==> config.mk <==
export PLATFORM = sky130hd
export DESIGN_NAME = div_ctrl
export DESIGN_NICKNAME = d
export VERILOG_FILES = /design/src/rtl/div_pkg.sv /design/src/rtl/div_half_cnt.sv /design/src/rtl/div_ctrl.sv
export SDC_FILE = /design/constraint.sdc
export NUM_CORES = 1
export LEC_CHECK = 0
export CELL_PAD_IN_SITES_DETAIL_PLACEMENT = 1
export CELL_PAD_IN_SITES_GLOBAL_PLACEMENT = 1
export CORE_MARGIN = 5
export CORE_UTILIZATION = 24
export DETAILED_ROUTE_END_ITERATION = 10
export HOLD_SLACK_MARGIN = 0.02
export PLACE_DENSITY = 0.53
export SLEW_MARGIN = 20
export SYNTH_ARGS = -nofsm -noshare
export SYNTH_HDL_FRONTEND = slang
export SYNTH_SLANG_ARGS = --single-unit
==> constraint.sdc <==
create_clock -name clk_in -period 6.8 [get_ports clk_in]
set_input_delay 1.02 -clock clk_in [delete_from_list [all_inputs] [get_ports clk_in]]
set_output_delay 1.02 -clock clk_in [all_outputs]
set_load 0.03 [all_outputs]
==> src/rtl/div_pkg.sv <==
`default_nettype none
// ============================================================================
// Module  : div_pkg
// Brief   : Shared types and defaults for the run/stop even clock divider.
// Revision: 1.0 - initial release
// ============================================================================
package div_pkg;

    localparam int DIV_CW       = 8;
    localparam int DIV_DEF_HALF = 4;

    typedef enum logic [1:0] {
        ST_IDLE = 2'd0,
        ST_RUN  = 2'd1,
        ST_STOP = 2'd2
    } div_state_e;

endpackage
`default_nettype wire

==> src/rtl/div_half_cnt.sv <==
`default_nettype none
// ============================================================================
// Module  : div_half_cnt
// Brief   : Half-period up-counter; flags the last cycle of a clk_out phase.
// Revision: 1.0 - initial release
// ============================================================================
module div_half_cnt
    import div_pkg::*;
#(
    parameter int CW = DIV_CW
) (
    input  logic          clk_in,
    input  logic          reset,
    input  logic          clr,
    input  logic          run,
    input  logic [CW-1:0] half,
    output logic          hit
);

    logic [CW-1:0] cnt_q;
    logic [CW-1:0] cnt_d;

    // half is never zero, so the count stays within 0..half-1
    assign hit = run && (cnt_q == (half - CW'(1)));

    always_comb begin
        cnt_d = cnt_q;
        if (clr || hit) begin
            cnt_d = '0;
        end else if (run) begin
            cnt_d = cnt_q + CW'(1);
        end
    end

    always_ff @(posedge clk_in or negedge reset) begin
        if (!reset) begin
            cnt_q <= '0;
        end else begin
            cnt_q <= cnt_d;
        end
    end

endmodule
`default_nettype wire

==> src/rtl/div_ctrl.sv <==
`default_nettype none
// ============================================================================
// Module  : div_ctrl
// Brief   : Glitch-free run/stop and ratio controller for an even divider.
// Revision: 1.0 - initial release
// ============================================================================
module div_ctrl
    import div_pkg::*;
#(
    parameter int CW       = DIV_CW,
    parameter int DEF_HALF = DIV_DEF_HALF
) (
    input  logic          clk_in,
    input  logic          reset,
    input  logic          en,
    input  logic          cfg_valid,
    input  logic [CW-1:0] cfg_half,
    output logic          cfg_ready,
    output logic          cfg_err,
    output logic          clk_out,
    output logic          rise_tick,
    output logic          busy,
    output logic [CW-1:0] cur_half
);

    div_state_e    state_q, state_d;
    logic          clk_q, clk_d;
    logic          rise_q, rise_d;
    logic          err_q, err_d;
    logic          pend_v_q, pend_v_d;
    logic [CW-1:0] pend_q, pend_d;
    logic [CW-1:0] half_q, half_d;
    logic          w_hit;
    logic          w_apply;
    logic          w_accept;
    logic          w_cnt_clr;
    logic          w_cnt_run;

    assign w_cnt_clr = (state_q == ST_IDLE);
    assign w_cnt_run = (state_q != ST_IDLE);

    div_half_cnt #(
        .CW (CW)
    ) u_half_cnt (
        .clk_in (clk_in),
        .reset  (reset),
        .clr    (w_cnt_clr),
        .run    (w_cnt_run),
        .half   (half_q),
        .hit    (w_hit)
    );

    always_comb begin
        state_d = state_q;
        clk_d   = clk_q;
        rise_d  = 1'b0;
        w_apply = 1'b0;
        case (state_q)
            ST_IDLE: begin
                clk_d   = 1'b0;
                w_apply = pend_v_q;
                if (en) begin
                    state_d = ST_RUN;
                    clk_d   = 1'b1;
                    rise_d  = 1'b1;
                end
            end
            ST_RUN, ST_STOP: begin
                if (!en) begin
                    // Stopping only ever ends on a toggle point, and never with a rise
                    if (state_q == ST_RUN) begin
                        state_d = ST_STOP;
                    end else if (w_hit) begin
                        state_d = ST_IDLE;
                        clk_d   = 1'b0;
                    end
                end else begin
                    state_d = ST_RUN;
                    if (w_hit) begin
                        clk_d   = !clk_q;
                        rise_d  = !clk_q;
                        w_apply = !clk_q && pend_v_q;
                    end
                end
            end
            default: begin
                state_d = ST_IDLE;
                clk_d   = 1'b0;
            end
        endcase
    end

    // A pending value blocks new offers, so accept and apply never coincide
    assign w_accept = cfg_valid && !pend_v_q;

    always_comb begin
        half_d   = w_apply ? pend_q : half_q;
        pend_d   = pend_q;
        pend_v_d = pend_v_q && !w_apply;
        err_d    = 1'b0;
        if (w_accept) begin
            if (cfg_half == '0) begin
                err_d = 1'b1;
            end else begin
                pend_d   = cfg_half;
                pend_v_d = 1'b1;
            end
        end
    end

    always_ff @(posedge clk_in or negedge reset) begin
        if (!reset) begin
            state_q  <= ST_IDLE;
            clk_q    <= 1'b0;
            rise_q   <= 1'b0;
            err_q    <= 1'b0;
            pend_v_q <= 1'b0;
            pend_q   <= '0;
            half_q   <= CW'(DEF_HALF);
        end else begin
            state_q  <= state_d;
            clk_q    <= clk_d;
            rise_q   <= rise_d;
            err_q    <= err_d;
            pend_v_q <= pend_v_d;
            pend_q   <= pend_d;
            half_q   <= half_d;
        end
    end

    assign cfg_ready = !pend_v_q;
    assign cfg_err   = err_q;
    assign clk_out   = clk_q;
    assign rise_tick = rise_q;
    assign busy      = (state_q != ST_IDLE);
    assign cur_half  = half_q;

endmodule
`default_nettype wire

==> summary.md <==
| Metric | Value |
|---|---|
| Count leader, synth | dfrtp_1 |
| Max Used Layer | met4 |
| P_int | 0.5407 mW |
| Power density over the cells | 466.6 nW/um^2 |
| First-pass GRT wire length | 6.527 mm |
| Die Width | 91.31 um |
| Clock sink total | 30 |
| FILL cells | 727 |
| CTS Buffer Depth | 2 |
| Synth top area cells | dfrtp_1 46%, mux2_2 11%, xnor2_1 5.5%, ha_1 3.9%, nor2_1 2.6% |
| Synthesized area | 1587 um^2 |
| Die Y | 91.31 um |
| Post-DR vias/cell | 4.742 |
| Setup bufs post-CTS | 0 |
| Critical Path RT | 6.97 ns |
| Fin. Hold Viols | 0 |
| CP Launch Type | primary input |
| Highest Clock Rate | 0.3306 GHz |
| FF-to-FF setup slack | 4.38 ns |
| Root buffer cell | clkbuf_8 |
| P_sw | 0.3951 mW |
| Least-Margin Pin Slew | 0.5260 ns |
| Yosys top cell by area | dfrtp_1 |
| Final Setup Violations | 0 |
| Power Total | 0.9358 mW |
| Met3 WL | 124 um |
| Clock latency on the worst-skew pair | 0.28 ns |
| Num CTS Buffers | 5 |
| Number of global-route vias before repair | 1334 |
| Initial antenna violation count | 0 |
| Endpoint type of the worst setup path | flop |
| Slew Viols, Final | 0 |
| Final nets | 191 |
| Final setup skew | 0.005976 ns |
| Hold Path Class | reg2reg |
| Placed standard-cell area | 1916 um^2 |
| Max-slew headroom | 64.70% |
| Hold WS | 0.4828 ns |
| CTS tree | done |
| Post-layout min period | 3.025 ns |
| Met2 Routed Length | 1.874 mm |
| Gate count of the mapped netlist | 144 |
| Post-DR wirelength/cell | 14.92 um |
| Fin crit share | 44.48% |
| Core Util, Final | 31.41% |
| Layout cells sized above 1 | 17.71% |
| DIE AREA | 8337 um^2 |
| Net Sw Frac | 42.22% |
| Cell Chain, Critical Path | clkdlybuf4s50_1, nand2b_1, or3b_2, nor2_1, o2111ai_1, o22ai_4, mux2_2 |
| Logic pwr share | 49.3% |
| Cts repair resizes | 0 |
| Ys async rst share | 100.0% |
| Arrival @ worst endpoint | 3.19 ns |
| Maximum VDD drop | 184.9 uV |
| DR vias | 1195 |
| Initial Utilization | 24.84% |
| Drt total wl | 3.760 mm |
| Kind of critical path | in2reg |
| Largest net degree at the start of global routing | 31 |
| Max incr delay on CP | 0.56 ns |
| FF+latch count, synth | 30 |
| Setup TNS | 0 ns |
| RSZ-0062 raised after global routing | false |
| Clk pwr share | 15.2% |
| Synth-to-Final Area Change | 26.42% |
| Antenna diodes | 0 |
| Core ar. | 6386 um^2 |
| Grt ovf | 0 |
| Post-synth EDFFs | 0 |
| Max stage delay cell, worst path | clkdlybuf4s50_1 |
| Crit path depth | 7 |
| Port Buffers | 24 |
| DRC | 0 |
| # rows | 29 |
| Total nets after synthesis | 161 |
| TritonRoute pass-1 iters | 4 |
| Status | finished, final reports clean |
| IO Count | 25 |
| Critical path fanouts, max | 8 |
| Leakage | 0.8012 nW |
| Worst-path clk slew | 0.06 ns |
| Met1 Wirelength | 1.702 mm |
| R2R cell count | 7 |
| Post-route cell area | 2006 um^2 |
| Total of max-cap violations | 0 |
| Flop pwr share | 35.5% |
| Final weighted congestion in routability-driven placement | 0.8208 |
| H-tree Lvls | 2 |
| Final ANT Viol Nets | 0 |
| CP delay by family, top | simple AND/OR/NAND/NOR gates |
| Hold Path Cell Cnt | 1 |
| Synth cell types | 41 |
| Crit path buffers/inverters | 1 |
| Count of warnings emitted by yosys | 0 |
| Sequential fraction of the synthesis area | 47.40% |
| Syn Area/Cell | 11.02 um^2 |
| Main flop type after synthesis | dfrtp_1 |
| GRT Total Usage | 9.510% |
| Hold_buf cts | 0 |
| DP HPWL | 2.851 mm |
| Post-synth top cells | 29 x dfrtp_1, 15 x mux2_2, 11 x nor2_1 |
| Area share of the largest cell type after synthesis | 45.74% |
| Initial DRC count | 48 |
power groups by stage:
stage	Sequential [mW]	Clock, mW	Combinational (mW)
after floorplan	0.370	0	0.275
after global placement	0.333	0	0.453
after detailed placement	0.336	0	0.464
after CTS	0.334	0.148	0.466
after global routing	0.346	0.156	0.499
final	0.332	0.142	0.461
cells in the final DEF, fill, tap and decap left out, types with 3 or more instances in the layout:
| master | Yosys | final |
|---|---|---|
| nor2_1 | 11 | 11 |
| o21ai_0 | 3 | 3 |
| ha_1 | 5 | 5 |
| mux2_2 | 15 | 15 |
| nor3_1 | 3 | 3 |
| nand3_1 | 3 | 3 |
| xor2_1 | 4 | 4 |
| nor4_1 | 3 | 3 |
| dfrtp_1 | 29 | 29 |
| a21oi_1 | 3 | 3 |
| and3_1 | 5 | 5 |
| clkbuf_8 | 0 | 5 |
| clkdlybuf4s50_1 | 0 | 24 |
| nor3b_1 | 3 | 3 |
| inv_1 | 9 | 9 |
| nand2b_1 | 4 | 4 |
| nand2_1 | 4 | 4 |
| xnor2_1 | 10 | 10 |
worst register-to-register path, cell delays in order, from the launching register on:
cell       delay (ns)
dfrtp_1          0.40
ha_1             0.23
nand2b_1         0.21
or3b_2           0.51
nor2_1           0.10
o2111ai_1        0.15
o22ai_4          0.31
mux2_2           0.38
area by class of cell:
| class | instances | area (um^2) | area share [%] |
|---|---|---|---|
| flip-flops and latches | 30 | 752.0 | 37.49 |
| clock inverters | 3 | 21.27 | 1.061 |
| repair buffers | 25 | 247.7 | 12.35 |
| well taps | 77 | 96.34 | 4.804 |
| multi-input cells | 103 | 785.8 | 39.18 |
| clock buffers | 5 | 68.82 | 3.431 |
| inverters | 9 | 33.78 | 1.684 |
registers in the layout, indices dropped and copies added (netlist names):
name / cells
cfg_err: 1
clk_out: 1
cur_half: 8
pend_q: 8
pend_v_q: 1
rise_tick: 1
state_q: 2
u_half_cnt.cnt_q: 8
per-layer routing:
layer,GRT usage (%),vias to the layer above
li1,-,582
met1,11.66,586
met2,16.11,22
met3,2.562,5
met4,3.178,0
met5,0,-
stage by stage:
step           std cells  setup WS, ns
4_1_cts              252         3.773
3_5_place_dp         244         3.471
2_1_floorplan        144         4.237
5_1_grt              252         3.656
6_report             252         3.775
3_3_place_gp         244         3.569
final timing paths:
kind                            startpoint           to
worst max-delay path                    en  cur_half[5]
worst min-delay path              pend_v_q      cfg_err
worst max register to register  state_q[0]  cur_half[5]
worst min register to register    pend_v_q      cfg_err
max in group asynchronous            reset  cur_half[2]
min in group asynchronous            reset    pend_q[7]
kinds of logic after synthesis:
group | synth area share, %
AND/OR/NAND/NOR | 18.30
flip-flops | 47.40
AO/OA/AOI/OAI | 8.912
multiplexers | 10.65
XOR/XNOR | 7.728
adder cells (fa/ha/maj) | 3.943
buffers and inverters | 3.075
No activity file was read; power rests on OpenSTA's default activity.
